### config.mk
export PLATFORM = sky130hd
export DESIGN_NAME = ctr_seq_monitor
export DESIGN_NICKNAME = d
export VERILOG_FILES = /design/src/rtl/ctr_pkg.sv /design/src/rtl/sat_ctr.sv /design/src/rtl/ctr_seq_monitor.sv
export SDC_FILE = /design/constraint.sdc
export NUM_CORES = 1
export LEC_CHECK = 0
export CORE_MARGIN = 2
export CORE_UTILIZATION = 60
export CTS_CLUSTER_DIAMETER = 30
export DETAILED_ROUTE_END_ITERATION = 10
export DONT_BUFFER_PORTS = 1
export GPL_ROUTABILITY_DRIVEN = 0
export PLACE_DENSITY = 0.84
export SYNTH_ARGS = -nofsm -noshare
export SYNTH_HDL_FRONTEND = slang
export SYNTH_HIERARCHICAL = 1
export SYNTH_SLANG_ARGS = --single-unit
### constraint.sdc
create_clock -name clk -period 4.9 [get_ports clk]
set_clock_uncertainty 0.1 [all_clocks]
set_input_delay 0.98 -clock clk [delete_from_list [all_inputs] [get_ports clk]]
set_output_delay 0.98 -clock clk [all_outputs]
set_load 0.05 [all_outputs]
### src/rtl/ctr_pkg.sv
`default_nettype none
// ---------------------------------------------------------------------------
// ctr_pkg : shared state encoding and scan-counter defaults  | rev 1.0
// ---------------------------------------------------------------------------
package ctr_pkg;

  typedef enum logic [1:0] {
    HUNT   = 2'd0,
    ACQ    = 2'd1,
    LOCKED = 2'd2
  } mon_state_t;

  localparam int DEFAULT_W       = 2;
  localparam int DEFAULT_MODULUS = 3;

endpackage
`default_nettype wire

### src/rtl/sat_ctr.sv
`default_nettype none
// ---------------------------------------------------------------------------
// sat_ctr : event counter that either saturates or wraps  | rev 1.0
// ---------------------------------------------------------------------------
module sat_ctr #(
  parameter int WIDTH    = 8,
  parameter bit SATURATE = 1'b1
) (
  input  logic             clk,
  input  logic             rst,
  input  logic             inc,
  output logic [WIDTH-1:0] count
);

  logic at_max;
  assign at_max = &count;

  always_ff @(posedge clk or posedge rst) begin
    if (rst) begin
      count <= '0;
    end else if (inc && !(SATURATE && at_max)) begin
      count <= count + 1'b1;
    end
  end

endmodule
`default_nettype wire

### src/rtl/ctr_seq_monitor.sv
`default_nettype none
// ---------------------------------------------------------------------------
// ctr_seq_monitor : locks onto a mod-N counter stream, flags breaks  | rev 1.0
// ---------------------------------------------------------------------------
module ctr_seq_monitor
  import ctr_pkg::*;
#(
  parameter int W       = DEFAULT_W,
  parameter int MODULUS = DEFAULT_MODULUS,
  parameter int LOCK_N  = 2,
  parameter int CNT_W   = 8
) (
  input  logic             clk,
  input  logic             rst,
  input  logic             en,
  input  logic [W-1:0]     value,
  output logic             locked,
  output logic             err_pulse,
  output logic             wrap_pulse,
  output logic [CNT_W-1:0] err_count,
  output logic [CNT_W-1:0] wrap_count
);

  localparam int           GW      = $clog2(LOCK_N + 1);
  localparam logic [W:0]   MOD_EXT = (W + 1)'(MODULUS);
  localparam logic [W-1:0] LAST    = W'(MODULUS - 1);
  localparam logic [GW-1:0] LOCK_G = GW'(LOCK_N);

  mon_state_t    state, state_n;
  logic [W-1:0]  expected, expected_n;
  logic [GW-1:0] good, good_n;
  logic          err_n, wrap_n;

  logic          range_ok, match;
  logic [W-1:0]  next_val;
  logic [GW-1:0] good_inc;

  assign range_ok = ({1'b0, value} < MOD_EXT);
  assign match    = range_ok && (value == expected);
  assign next_val = (value == LAST) ? '0 : value + 1'b1;
  assign good_inc = good + 1'b1;

  always_ff @(posedge clk or posedge rst) begin
    if (rst) begin
      state      <= HUNT;
      expected   <= '0;
      good       <= '0;
      err_pulse  <= 1'b0;
      wrap_pulse <= 1'b0;
    end else begin
      state      <= state_n;
      expected   <= expected_n;
      good       <= good_n;
      err_pulse  <= err_n;
      wrap_pulse <= wrap_n;
    end
  end

  always_comb begin
    state_n    = state;
    expected_n = expected;
    good_n     = good;
    err_n      = 1'b0;
    wrap_n     = 1'b0;
    if (en) begin
      case (state)
        HUNT: begin
          if (range_ok) begin
            state_n    = ACQ;
            expected_n = next_val;
            good_n     = '0;
          end
        end
        ACQ: begin
          if (match) begin
            good_n     = good_inc;
            expected_n = next_val;
            if (good_inc == LOCK_G) state_n = LOCKED;
          end else if (range_ok) begin
            expected_n = next_val;
            good_n     = '0;
          end else begin
            state_n = HUNT;
          end
        end
        LOCKED: begin
          if (match) begin
            expected_n = next_val;
            // A correct arrival at 0 means the previous sample was MODULUS-1.
            wrap_n     = (value == '0);
          end else begin
            err_n  = 1'b1;
            good_n = '0;
            if (range_ok) begin
              state_n    = ACQ;
              expected_n = next_val;
            end else begin
              state_n = HUNT;
            end
          end
        end
        default: state_n = HUNT;
      endcase
    end
  end

  assign locked = (state == LOCKED);

  sat_ctr #(.WIDTH(CNT_W), .SATURATE(1'b1)) u_err_ctr (
    .clk   (clk),
    .rst   (rst),
    .inc   (err_n),
    .count (err_count)
  );

  sat_ctr #(.WIDTH(CNT_W), .SATURATE(1'b0)) u_wrap_ctr (
    .clk   (clk),
    .rst   (rst),
    .inc   (wrap_n),
    .count (wrap_count)
  );

endmodule
`default_nettype wire

==> results.rst, run 1 <==
.. list-table::
   :header-rows: 1

   * - Metric
     - Value
   * - Via-to-Cell Ratio
     - just over 6
   * - FF+latch count, synth
     - 24
   * - Core area
     - 2000 um2
   * - Routed via count
     - 889
   * - Highest net fanout along the worst path
     - 7
   * - Most frequent cells in the layout
     - 24 x sky130_fd_sc_hd__dfrtp_1, 11 x sky130_fd_sc_hd__inv_1, 8 x sky130_fd_sc_hd__xnor2_1
   * - Required time reported for the critical path endpoint
     - 3820 ps
   * - All-Layer GR Usage
     - around a fifth
   * - Comb pwr share
     - approximately a quarter
   * - Sort of element at the start of the critical path
     - flip-flop
   * - Row Count
     - 16
   * - Initial standard-cell utilization of the core
     - 65.5%
   * - Reg-to-reg critical path endpoint
     - u_err_ctr/count[5]
   * - Half-perimeter wire length after detailed placement
     - approximately 1700 um
   * - Switching power as a share of total power
     - about two fifths
   * - Unrepaired setup endpoints after global routing
     - no
   * - Clock transition at path regs
     - 130 ps
   * - Post-layout min period
     - approximately 2600 ps
   * - Mean instance size in the synthesized netlist
     - 11.1 um2
   * - Endpoint kind of the worst setup timing path
     - output port
   * - CTS tree
     - done
   * - Die ar.
     - roughly 2600 um2
   * - Leakage
     - 0.684 nW
   * - Flop-to-flop setup slack
     - 2430 ps
   * - Worst endpoint data arrival time
     - around 1500 ps
   * - Maximum number of pins on one net before global-route repair
     - 15
   * - MaxCap Viol Count
     - 0
   * - Number of global-route vias before repair
     - ~900
   * - Final worst path period share
     - ~52%
   * - Count of synthesis-stage warnings from yosys
     - 6
   * - Net Count, Synth
     - 130
   * - Post-CTS Hold Buffers
     - 0
   * - Routed Wire Length
     - 2190 um
   * - Relative area change from synthesis to final layout
     - 5.82%
   * - Slew @ Worst Pin
     - 748 ps
   * - Die Ht
     - roughly 51 um
   * - First-pass detailed-route iteration total
     - 4
   * - Sum of negative setup slack
     - 0 ps
   * - Count of H-tree levels built during CTS
     - 1
   * - Drc violations
     - 0
   * - Worst voltage drop across the vdd grid
     - 0.355 mV
   * - Clock share of power
     - 22.9%
   * - IO buf count
     - 0
   * - Worst flop-to-flop path startpoint
     - state[0]
   * - Post-DRT Antenna Nets
     - 0
   * - Post-route setup slack
     - 2340 ps
   * - Final-report max-slew violation count
     - 0
   * - Crit Path Category
     - flip-flop to output port
   * - Total setup violations reported at the end of the flow
     - 0
   * - Die Width
     - 50.8 um
   * - Top cell type's share of synthesized area
     - 45.8%
   * - Final nets
     - 133
   * - Worst-case headroom to the max-slew limit
     - 50.1%
   * - Area leader, netlist
     - sky130_fd_sc_hd__dfrtp_1
   * - Master cell of the clock root buffer
     - sky130_fd_sc_hd__clkbuf_4
   * - Initial antenna violation count
     - 0
   * - Antenna diode instance count
     - 0
   * - Setup Slack @ Placement
     - 2250 ps
   * - First-pass GRT wire length
     - just under 4000 um
   * - Final routed wire length divided by cell count
     - about 15 um
   * - Clock latency of the later-clocked register in the worst-skew pair
     - 300 ps
   * - Power Dens Cells
     - 441 nW/um2
   * - Netlist area before placement
     - 1310 um2
   * - Violation count after the first detailed-route iteration
     - 10
   * - Outcome
     - complete, no violations
   * - Sequential power share
     - 51.9%
   * - # Post-CTS Setup Buffers
     - 0
   * - Gate count after technology mapping
     - 118
   * - Hold WC Path Type
     - input port to asynchronous set/reset pin
   * - Synth top area cells
     - sky130_fd_sc_hd__dfrtp_1 46%, sky130_fd_sc_hd__ha_1 6.7%, sky130_fd_sc_hd__xnor2_1 5.3%
   * - Count of clock tree sinks
     - 24
   * - Worst-case reg-to-reg path depth
     - 7
   * - Number of buffers inserted during clock tree synthesis
     - 3
   * - Commonest non-fill, non-tap cell in the layout
     - sky130_fd_sc_hd__dfrtp_1
   * - Sequential fraction of the synthesis area
     - between 40% and 50%
   * - Number of different library cells in the post-synthesis netlist
     - 44
   * - Switching power of the nets
     - 0.000235 W
   * - Final Hold Fails
     - 0
   * - Max Root-Sink Buffers
     - 2
   * - Int Pwr
     - 0.000377 W
   * - Layout cells sized above 1
     - 15.0%
   * - Peak clock frequency supported by timing
     - slightly below 0.4 GHz
   * - I/O pin count
     - 24
   * - Total congestion overflow
     - 0
   * - Post-CTS resize count
     - 0
[logic make-up after synthesis]
logic type               share of synthesized area [%]
AO/OA/AOI/OAI                                     12.4
buffers and inverters                             3.91
multiplexers                                      4.48
flip-flops                                        45.8
adder cells (fa/ha/maj)                           6.68
AND/OR/NAND/NOR                                   18.7
XOR/XNOR                                          8.02
[stage by stage]
stage / util, % / std cells / instance area (um2) / hold WS [ps] / power, W
detailed placement: 66.7 / 143 / 1340 / 389 / 0.000477
global placement: 66.7 / 143 / 1340 / 384 / 0.000468
floorplan: - / 118 / 1310 / 366 / 0.000445
finish: 69.3 / 147 / 1390 / 384 / 0.000612
CTS: 69.3 / 147 / 1390 / 382 / 0.000618
global route: 69.3 / 147 / 1390 / 380 / 0.000650
[critical path, stage by stage, from the launching register on]
cell,delay [ps]
sky130_fd_sc_hd__dfrtp_1,430
sky130_fd_sc_hd__inv_1,90
sky130_fd_sc_hd__ha_1,650
[area by class of cell]
cell class | instances | area, um2
clock buffers | 3 | 22.5
well taps | 27 | 33.8
flip-flops and latches | 24 | 601
clock inverters | 1 | 30.0
fillers | 150 | 614
multi-input cells | 81 | 659
inverters | 11 | 41.3
[registers in the layout, summed over array words and instances, names as in the netlist]
| register | cells |
|---|---|
| state | 2 |
| expected | 2 |
| wrap_pulse | 1 |
| err_pulse | 1 |
| good | 2 |
| u_err_ctr/count | 8 |
| u_wrap_ctr/count | 8 |
[layer usage]
layer | share of wire, % | GRT usage (%) | wire [um]
met5 | 0 | 0 | 0
met4 | 0 | 6.76 | 0
met3 | 6.4 | 4.76 | 140
met2 | 52 | 35.5 | 1150
met1 | 41 | 22.7 | 899
[power groups by stage]
stage / clock, W / combinational (W) / sequential, W
3_3_place_gp: 0 / 0.000147 / 0.000320
2_1_floorplan: 0 / 0.000132 / 0.000314
3_5_place_dp: 0 / 0.000155 / 0.000323
4_1_cts: 0.000143 / 0.000156 / 0.000318
5_1_grt: 0.000151 / 0.000176 / 0.000323
6_report: 0.000140 / 0.000154 / 0.000318
[Yosys cell counts, drive strengths merged]
cell type / count
buf: 2
a21oi: 4
nand2b: 2
and4bb: 1
o221ai: 1
a221oi: 1
nor3: 2
a211o: 1
xor2: 4
nand2: 6
ha: 7
o21ai: 3
and3: 2
a21o: 1
a22o: 1
mux2i: 1
nor4b: 1
nor2: 7
xnor2: 8
o31ai: 1
and4: 2
a32o: 2
nand4: 5
and2b: 1
nor2b: 1
mux2: 4
and2: 2
inv: 11
a31oi: 3
o211ai: 1
dfrtp: 24
nand3b: 1
nand3: 4
o22a: 1
[how the worst max path moves through the flow]
| stage | from | endpoint | slack, ps |
|---|---|---|---|
| after CTS | state[0] | locked | 2330 |
| after global placement | value[1] | u_err_ctr/count[5] | 2310 |
| final | state[0] | locked | 2340 |
| after global routing | state[0] | u_err_ctr/count[5] | 2250 |
| after floorplan | value[1] | u_err_ctr/count[5] | 2240 |
| after detailed placement | value[1] | u_err_ctr/count[5] | 2250 |
(Power assumes the default switching activity.)
==> inputs of run 2 (changes only) <==
==> constraint.sdc (replaced) <==
create_clock -name clk -period 2.4 [get_ports clk]
set_clock_uncertainty 0.1 [all_clocks]
set_input_delay 0.48 -clock clk [delete_from_list [all_inputs] [get_ports clk]]
set_output_delay 0.48 -clock clk [all_outputs]
set_load 0.05 [all_outputs]
==> run 2 against run 1 <==
- global-route usage increased by 1.7 points
- critical endpoint is now u_wrap_ctr/count[7]
- non-clock buffer count increased by 9
- design area increased by 5.0%
- largest power group unchanged
- sequential share of layout area decreased by 2.1 points
- sequential power increased by 72%
- cell count increased by 6.1%
- critical path depth increased by 4
- setup slack got worse by 2100 ps
==> results.rst, run 2 (same netlist as run 1, synthesis figures left out) <==
.. list-table::
   :header-rows: 1

   * - Metric
     - Value
   * - Filler cells
     - 147 (-2.0%)
   * - Highest net fanout along the worst path
     - 7 (unchanged)
   * - Die ar.
     - 2580 um2 (unchanged)
   * - Worst endpoint data arrival time
     - 2340 ps (+860 ps)
   * - First-pass detailed-route iteration total
     - 4 (unchanged)
   * - Clock share of power
     - 22.5% (-0.4 points)
   * - All-Layer GR Usage
     - 21.5% (+1.7 points)
   * - Number of global-route vias before repair
     - 913 (+0.88%)
   * - Worst path slowest cell
     - sky130_fd_sc_hd__dfrtp_1
   * - Worst-case headroom to the max-slew limit
     - 60.3% (+10 points)
   * - Post-CTS Hold Buffers
     - 1 (+1)
   * - Master cell of the clock root buffer
     - sky130_fd_sc_hd__clkbuf_4
   * - Layout cells sized above 1
     - 20.2% (+5.2 points)
   * - Post-layout min period
     - 2190 ps
   * - Final worst path period share
     - 91.1%
   * - Half-perimeter wire length after detailed placement
     - 1880 um (+10%)
   * - Drc violations
     - 0 (unchanged)
   * - Routed via count
     - 920 (+3.5%)
   * - Initial antenna violation count
     - 0 (unchanged)
   * - Setup Slack @ Placement
     - 248 ps (-2000 ps)
   * - Final nets
     - 142 (+6.8%)
   * - Required time reported for the critical path endpoint
     - 2550 ps (-1270 ps)
   * - IO buf count
     - 0 (unchanged)
   * - Final routed wire length divided by cell count
     - 15.5 um (+3.7%)
   * - Relative area change from synthesis to final layout
     - 11.2%
   * - Count of H-tree levels built during CTS
     - 1 (unchanged)
   * - Row Count
     - 16 (unchanged)
   * - Endpoint kind of the worst setup timing path
     - flip-flop
   * - Final-report max-slew violation count
     - 0 (unchanged)
   * - MaxCap Viol Count
     - 0 (unchanged)
   * - Outcome
     - complete, no violations
   * - Count of clock tree sinks
     - 24 (unchanged)
   * - Final Hold Fails
     - 0 (unchanged)
   * - Number of buffers inserted during clock tree synthesis
     - 3 (unchanged)
   * - Unrepaired setup endpoints after global routing
     - no
   * - Sort of element at the start of the critical path
     - flip-flop
   * - Sequential power share
     - 42.0% (-9.9 points)
   * - Total congestion overflow
     - 0 (unchanged)
   * - Buffers and inverters on the worst path
     - 0 (-1)
   * - Total setup violations reported at the end of the flow
     - 0 (unchanged)
   * - Antenna diode instance count
     - 0 (unchanged)
   * - Switching power as a share of total power
     - 38.0% (-0.35 points)
   * - Regs by FF count
     - u_err_ctr/count x8, u_wrap_ctr/count x8
   * - Switching power of the nets
     - 0.000496 W (+110%)
   * - CTS tree
     - done
   * - Core area
     - 2000 um2 (unchanged)
   * - Core utilization of the finished layout
     - 72.8% (+3.5 points)
   * - Maximum number of pins on one net before global-route repair
     - 15 (unchanged)
   * - I/O pin count
     - 24 (unchanged)
   * - Cell breakdown of the critical path
     - and2b_4 > a32o_2 > and4_1 > nand4_2 > nor3_2 > xor2_1
   * - Clock latency of the later-clocked register in the worst-skew pair
     - 320 ps (+20 ps)
   * - Leakage
     - 0.730 nW (+6.8%)
   * - Int Pwr
     - 0.000808 W (+110%)
   * - Initial standard-cell utilization of the core
     - 65.5% (unchanged)
   * - Violation count after the first detailed-route iteration
     - 13 (+3)
   * - Power Dens Cells
     - 895 nW/um2 (+100%)
   * - Peak clock frequency supported by timing
     - about 0.46 GHz
   * - Post-CTS resize count
     - 0 (unchanged)
   * - Die Width
     - 50.8 um (unchanged)
   * - Largest delay share family, worst path
     - simple AND/OR/NAND/NOR gates
   * - Clock transition at path regs
     - 140 ps (about the same)
   * - Commonest non-fill, non-tap cell in the layout
     - sky130_fd_sc_hd__dfrtp_1
   * - Post-route setup slack
     - 214 ps (-2130 ps)
   * - # Post-CTS Setup Buffers
     - 0 (unchanged)
   * - Crit Path Category
     - flip-flop to flip-flop
   * - Routed Wire Length
     - 2410 um (+10%)
   * - Slew @ Worst Pin
     - 596 ps (-152 ps)
   * - Sum of negative setup slack
     - 0 ps (unchanged)
   * - Post-DRT Antenna Nets
     - 0 (unchanged)
   * - Hold Worst Slack
     - 146 ps (-239 ps)
   * - Largest stage delay on the critical path
     - 450 ps (-200 ps)
   * - Worst voltage drop across the vdd grid
     - 0.675 mV (+90%)
   * - Via-to-Cell Ratio
     - 5.90 (-2.5%)
   * - First-pass GRT wire length
     - 4090 um (+6.5%)
   * - Hold WC Path Type
     - input port to flip-flop
   * - Max Root-Sink Buffers
     - 2 (unchanged)
   * - Comb pwr share
     - 35.6% (+10 points)
   * - Most frequent cells in the layout
     - 24 x sky130_fd_sc_hd__dfrtp_1, 11 x sky130_fd_sc_hd__inv_1, 8 x sky130_fd_sc_hd__xnor2_1, 8 x sky130_fd_sc_hd__buf_4
   * - Die Ht
     - 50.8 um (unchanged)
-- run 2: cell types whose count changed in the layout (fill, tap and decap cells not counted), sizes merged --
cell	previous run	this run
buf	0	8
dlygate4sd3	0	1
-- run 2: worst paths after layout --
| kind | start | endpoint | slack [ps] | cells past startpoint |
|---|---|---|---|---|
| max | expected[0] | u_wrap_ctr/count[7] | 210 | 6 |
| min | value[1] | expected[0] | 150 | 1 |
| max reg2reg | expected[0] | u_wrap_ctr/count[7] | 210 | 6 |
| min reg2reg | good[1] | good[1] | 410 | 1 |
| max in group asynchronous | rst | expected[1] | 1460 | 2 |
| min in group asynchronous | rst | u_wrap_ctr/count[6] | 470 | 2 |
-- run 2: final cells by class --
type	instances	area (um2)	share of cell area (%)
clock inverter	1	30.0	2.06
inverter	11	41.3	2.83
clock buffer	3	22.5	1.55
timing repair buffer	9	70.1	4.81
sequential	24	601	41.2
multi-input combinational	81	659	45.2
tap	27	33.8	2.32
-- run 2: power groups by stage --
stage	clock network (W)	registers, W	logic (W)
final	0.000293	0.000547	0.000464
after global placement	0	0.000550	0.000448
after floorplan	0	0.000640	0.000269
after CTS	0.000299	0.000550	0.000468
after detailed placement	0	0.000558	0.000463
after global routing	0.000317	0.000559	0.000518
-- run 2: stage by stage --
| step | cells | total power, W | area (um2) |
|---|---|---|---|
| after floorplan | 118 | 0.000909 | 1310 |
| after global placement | 151 | 0.000998 | 1400 |
| after detailed placement | 151 | 0.00102 | 1400 |
| after CTS | 156 | 0.00132 | 1460 |
| after global routing | 156 | 0.00139 | 1460 |
| final | 156 | 0.00130 | 1460 |
-- run 2: per-layer routing --
layer  routed length (um)  track usage [%]  vias up
met1                  930             24.3      449
met4                   23             6.76        0
met2                 1340             40.1       28
li1                     -                -      441
met3                  121             4.17        2
met5                    0                0        -
